### config.mk
export PLATFORM = sky130hd
export DESIGN_NAME = binary_clock_hm_counter
export DESIGN_NICKNAME = d
export VERILOG_FILES = /design/src/rtl/binary_clock_hm_counter.sv
export SDC_FILE = /design/constraint.sdc
export NUM_CORES = 1
export LEC_CHECK = 0
export BUFFER_PORTS_ARGS = -buffer_cell sky130_fd_sc_hd__buf_2
export CAP_MARGIN = 20
export CORE_UTILIZATION = 45
export DETAILED_ROUTE_END_ITERATION = 8
export SYNTH_ARGS = -nofsm -noshare
export SYNTH_HDL_FRONTEND = slang
export SYNTH_SLANG_ARGS = --single-unit
### constraint.sdc
create_clock -name clk_100MHz -period 2.3 [get_ports clk_100MHz]
set_input_delay 0.115 -clock clk_100MHz [delete_from_list [all_inputs] [get_ports clk_100MHz]]
set_output_delay 0.115 -clock clk_100MHz [all_outputs]
set_load 0.03 [all_outputs]
### src/rtl/binary_clock_hm_counter.sv
// binary_clock_hm_counter: minutes/hours stage of the binary LED clock.
// Consumes the seconds stage's tick_minutes level, keeps minutes (0-59) and
// hours (0-23), and offers push-button time setting via a RUN/SET_H/SET_M FSM.
// Optional macro TWELVE_HOUR_EN: 12-hour display (hours 1-12) with a pm output.

// Per-button synchroniser, debouncer and press-edge detector.
module binary_clock_hm_debounce #(
  parameter int unsigned DEBOUNCE_CYCLES = 1000000
) (
  input  logic clk_100MHz,
  input  logic reset_n,
  input  logic btn_raw_i,
  output logic press_o
);
  localparam int CW = $clog2(DEBOUNCE_CYCLES + 1);

  logic          s1_q, s2_q, db_q, db_prev_q;
  logic [CW-1:0] cnt_q;

  // Two-flop synchroniser, then count consecutive mismatches against the
  // debounced level; any agreement restarts the count.
  always_ff @(posedge clk_100MHz or negedge reset_n) begin
    if (!reset_n) begin
      s1_q      <= 1'b0;
      s2_q      <= 1'b0;
      db_q      <= 1'b0;
      db_prev_q <= 1'b0;
      cnt_q     <= '0;
    end else begin
      s1_q      <= btn_raw_i;
      s2_q      <= s1_q;
      db_prev_q <= db_q;
      if (s2_q == db_q) begin
        cnt_q <= '0;
      end else if (cnt_q == CW'(DEBOUNCE_CYCLES - 1)) begin
        db_q  <= s2_q;
        cnt_q <= '0;
      end else begin
        cnt_q <= cnt_q + 1'b1;
      end
    end
  end

  // One-clock pulse on debounced press only; release is silent.
  assign press_o = db_q & ~db_prev_q;
endmodule

module binary_clock_hm_counter #(
  parameter int unsigned DEBOUNCE_CYCLES = 1000000
) (
  input  logic       clk_100MHz,
  input  logic       reset_n,
  input  logic       tick_minutes,
  input  logic       btn_mode,
  input  logic       btn_inc,
  output logic [5:0] minutes,
  output logic [4:0] hours,
  output logic [1:0] set_mode,
`ifdef TWELVE_HOUR_EN
  output logic       pm,
`endif
  output logic       day_tick
);
  typedef enum logic [1:0] {RUN = 2'b00, SET_H = 2'b01, SET_M = 2'b10} state_t;

  state_t     state_q, state_d;
  logic [5:0] min_q, min_d;
  logic [4:0] hr_q, hr_d, hr_inc;
  logic       day_q, day_d, hr_wrap;
  logic       tk1_q, tk2_q, tk3_q, minute_evt;
  logic [1:0] btn_raw, btn_press;
  logic       mode_press, inc_press;
`ifdef TWELVE_HOUR_EN
  logic       pm_q, pm_d, pm_inc;
`endif

  // Button index 0 = mode, 1 = inc.
  assign btn_raw = {btn_inc, btn_mode};

  genvar g;
  generate
    for (g = 0; g < 2; g++) begin : g_btn
      binary_clock_hm_debounce #(.DEBOUNCE_CYCLES(DEBOUNCE_CYCLES)) u_db (
        .clk_100MHz (clk_100MHz),
        .reset_n    (reset_n),
        .btn_raw_i  (btn_raw[g]),
        .press_o    (btn_press[g])
      );
    end
  endgenerate

  assign mode_press = btn_press[0];
  assign inc_press  = btn_press[1];

  // tick_minutes synchroniser plus one delay flop for falling-edge detection.
  always_ff @(posedge clk_100MHz or negedge reset_n) begin
    if (!reset_n) begin
      tk1_q <= 1'b0;
      tk2_q <= 1'b0;
      tk3_q <= 1'b0;
    end else begin
      tk1_q <= tick_minutes;
      tk2_q <= tk1_q;
      tk3_q <= tk2_q;
    end
  end

  // Seconds 59->0 wrap shows up as the synchronised level falling.
  assign minute_evt = tk3_q & ~tk2_q;

  // Shared hour-increment rule for RUN carry and SET_H stepping.
  always_comb begin
`ifdef TWELVE_HOUR_EN
    hr_inc  = (hr_q == 5'd12) ? 5'd1 : hr_q + 5'd1;
    pm_inc  = (hr_q == 5'd11) ? ~pm_q : pm_q;
    hr_wrap = (hr_q == 5'd11) & pm_q;
`else
    hr_inc  = (hr_q == 5'd23) ? 5'd0 : hr_q + 5'd1;
    hr_wrap = (hr_q == 5'd23);
`endif
  end

  // Next-state: a mode press always wins and swallows same-cycle inc/minute events.
  always_comb begin
    state_d = state_q;
    min_d   = min_q;
    hr_d    = hr_q;
    day_d   = 1'b0;
`ifdef TWELVE_HOUR_EN
    pm_d    = pm_q;
`endif
    if (mode_press) begin
      case (state_q)
        RUN:     state_d = SET_H;
        SET_H:   state_d = SET_M;
        default: state_d = RUN;
      endcase
    end else begin
      case (state_q)
        RUN: if (minute_evt) begin
          if (min_q == 6'd59) begin
            min_d = 6'd0;
            hr_d  = hr_inc;
            day_d = hr_wrap;
`ifdef TWELVE_HOUR_EN
            pm_d  = pm_inc;
`endif
          end else begin
            min_d = min_q + 6'd1;
          end
        end
        SET_H: if (inc_press) begin
          hr_d = hr_inc;
`ifdef TWELVE_HOUR_EN
          pm_d = pm_inc;
`endif
        end
        SET_M: if (inc_press) min_d = (min_q == 6'd59) ? 6'd0 : min_q + 6'd1;
        default: state_d = RUN;
      endcase
    end
  end

  // Time, mode and day_tick registers.
  always_ff @(posedge clk_100MHz or negedge reset_n) begin
    if (!reset_n) begin
      state_q <= RUN;
      min_q   <= 6'd0;
      day_q   <= 1'b0;
`ifdef TWELVE_HOUR_EN
      hr_q    <= 5'd12;
      pm_q    <= 1'b0;
`else
      hr_q    <= 5'd0;
`endif
    end else begin
      state_q <= state_d;
      min_q   <= min_d;
      hr_q    <= hr_d;
      day_q   <= day_d;
`ifdef TWELVE_HOUR_EN
      pm_q    <= pm_d;
`endif
    end
  end

  assign minutes  = min_q;
  assign hours    = hr_q;
  assign set_mode = state_q;
  assign day_tick = day_q;
`ifdef TWELVE_HOUR_EN
  assign pm       = pm_q;
`endif
endmodule
==> metrics.md <==
| Metric | Value |
|---|---|
| Worst-Margin Slew | 531 ps |
| Layout cells sized above 1 | 15.4% |
| Vias | 2,264 |
| Most frequent cells in the layout | 65 x dfrtp_1, 37 x nor2_1, 19 x nand2_1 |
| Max Used Layer | met4 |
| CP Capture Type | flop |
| Hold Fails Final Rpt | 0 |
| Fin cells | 402 |
| Critical Path RT | 2510 ps |
| Largest net degree at the start of global routing | 54 |
| Pre-antenna DRT Iters | 6 |
| Grt ovf | 0 |
| Clock sink count | 65 |
| Final clock skew | 12.2 ps |
| Gr usage total | 17.4% |
| Crit path time final | 1970 ps |
| PortBufs | 18 |
| Clock-pin transition on the worst setup and hold timing paths | 80 ps |
| Setup TNS | 0 ps |
| Max Cap Viol | 0 |
| Clk_lat worst skew | 340 ps |
| I/O Pins | 19 |
| Vias in the first global route | 2,153 |
| DR iter-0 viols | 123 |
| Initial antenna violation count | 0 |
| Most common cell after layout, fill and taps aside | dfrtp_1 |
| Synth area leaders | dfrtp_1 53%, xor2_1 4.8%, nor2_1 4.5% |
| Root Buffer | clkbuf_8 |
| Area Growth Syn to Fin | 14.7% |
| Net Count, Synth | 300 |
| Max Freq | 507 MHz |
| Crit Path Class | reg2reg |
| Final Total Pwr | 2560 uW |
| Die height | 84.7 microns |
| Yosys cell types | 42 |
| RSZ-0062 raised after global routing | no |
| Yosys reg bits | 65 |
| Routed wire length | 5590 microns |
| Main synth FF type | dfrtp_1 |
| Final Setup Violations | 0 |
| DIE AREA | 7170 sq um |
| Fill count | 578 |
| Synth async-reset ratio | 100% |
| Mapped Area | 3080 sq um |
| Ant diodes | 0 |
| H-tree depth | 3 |
| DRC | 0 |
| CTS Buf Count | 9 |
| Core Footprint | 6460 sq um |
| Cts repair resizes | 0 |
| TritonCTS clock tree | done |
| PD cells | 724 nW/um^2 |
| Register area share after synthesis | 52.8% |
| Yosys top cell area share | 52.8% |
| Final Max Slew Viols | 0 |
| Outcome | complete, no violations |
| WL met2 | 2630 microns |
| CP Launch Type | flop |
| Post-Synthesis Cells | 291 |
| Ys Warns | 0 |
| Final period util | 85.8% |
| # rows | 29 |
| Worst-case clock buffer depth | 2 |
| Post-route ant nets | 0 |
| Rel. slew slack | 64.4% |
| WP data arrival | 2190 ps |
| Post-synth EDFFs | 0 |
| Critical Path Fanout Max | 8 |
| Met3 routed WL | 194 microns |
| GPL Wtd Cong | 0.793 |
| Average size of a mapped cell | 10.6 sq um |
| Inst Count DP | 382 |
| First-pass GRT wire length | 9740 microns |
| Smallest hold slack | 201 ps |
| Starting Density | 47.7% |
| Max VDD drop | 318 uV |
| Wire per inst | 13.9 microns |
| Die width | 84.7 microns |
| Fin nets | 329 |
| HP Class | in2async |
| Vias/cell | 5.63 |
| P_leak | 0.00158 uW |
| Wire length on met1 | 2710 microns |
| Hpwl dp | 3830 microns |
| Leading area contributor after synthesis | dfrtp_1 |
==> flip-flops by register name (all words and copies together), names as in the netlist <==
signal,flops
g_btn.u_db.db_q,2
g_btn.u_db.cnt_q,40
day_tick,1
g_btn.u_db.s2_q,2
set_mode,2
tk3_q,1
hours,5
tk1_q,1
g_btn.u_db.db_prev_q,2
tk2_q,1
minutes,6
g_btn.u_db.s1_q,2
==> power by group <==
| group | switching (uW) | leakage (uW) | total (uW) | internal [uW] |
|---|---|---|---|---|
| logic | 165 | 0.000599 | 256 | 90.2 |
| registers | 77.0 | 0.000879 | 1270 | 1190 |
| clock network | 425 | 0.000106 | 1030 | 605 |
| total | 668 | 0.00158 | 2560 | 1890 |
==> layout make-up <==
type	count	area [sq um]	area share, %
Sequential cell	65	1630	46.1
Multi-Input combinational cell	211	1390	39.5
Timing Repair Buffer	27	180	5.10
Clock buffer	10	128	3.62
Tap cell	77	96.3	2.73
Clock inverter	6	82.6	2.34
Inverter	6	22.5	0.638
==> cell families after synthesis <==
logic type	Yosys count	share of synthesized area [%]
adder cells (fa/ha/maj)	4	1.63
multiplexers	8	2.89
AO/OA/AOI/OAI	33	7.52
buffers and inverters	15	2.03
AND/OR/NAND/NOR	135	24.3
XOR/XNOR	31	8.82
flip-flops	65	52.8
==> synthesized netlist by cell type, types with 2 or more instances <==
library cell,number
nor3_1,5
ha_1,4
nand3_1,17
a21o_1,2
clkbuf_1,6
nand4_1,8
and4_1,6
or3_1,4
mux2_1,2
o31ai_1,6
o21ai_0,9
nand3b_1,2
nor4_1,9
and2_1,2
mux2_2,5
inv_1,6
nor2_1,37
xor2_1,17
nor2b_1,2
a21oi_1,10
buf_2,2
xnor2_1,14
nand4b_1,5
nand2_1,19
and3_1,7
or4_1,5
dfrtp_1,65
==> what timing repair did <==
| item | CTS | global route |
|---|---|---|
| hold endpoints to repair | 15 | 0 |
| setup buffers | 0 | 0 |
| hold buffers | 4 | 0 |
==> metrics by stage <==
stage | worst slack, ps | util, % | cell area, sq um
floorplan | 523 | - | 3080
global placement | 380 | 50.8 | 3280
detailed placement | 340 | 50.8 | 3280
CTS | 322 | 54.6 | 3530
global route | 171 | 54.6 | 3530
finish | 326 | 54.6 | 3530
==> worst max-delay path, cell delays in order (launching register included) <==
cell     delay, ps
dfrtp_1        440
ha_1           250
nand3_2        210
or4_1          620
mux2_1         330
==> worst paths after layout <==
| path | depth (start not counted) | to | slack (ps) | from |
|---|---|---|---|---|
| min in group clk_100MHz | 0 | tk2_q | 350 | tk1_q |
| hold / removal | 2 | g_btn[0].u_db.cnt_q[17] | 200 | reset_n |
| setup reg to reg | 4 | g_btn[1].u_db.db_q | 330 | g_btn[1].u_db.cnt_q[0] |
| setup / recovery | 4 | g_btn[1].u_db.db_q | 330 | g_btn[1].u_db.cnt_q[0] |
| hold reg to reg | 0 | tk2_q | 350 | tk1_q |
| max in group asynchronous | 3 | g_btn[0].u_db.s1_q | 1520 | reset_n |
==> per-layer routing <==
metal / vias up / GRT usage, %
met3: 5 / 4.62
met5: - / 0
li1: 1103 / -
met1: 1115 / 22.4
met2: 41 / 27.6
met4: 0 / 7.40
(Power assumes the default switching activity.)
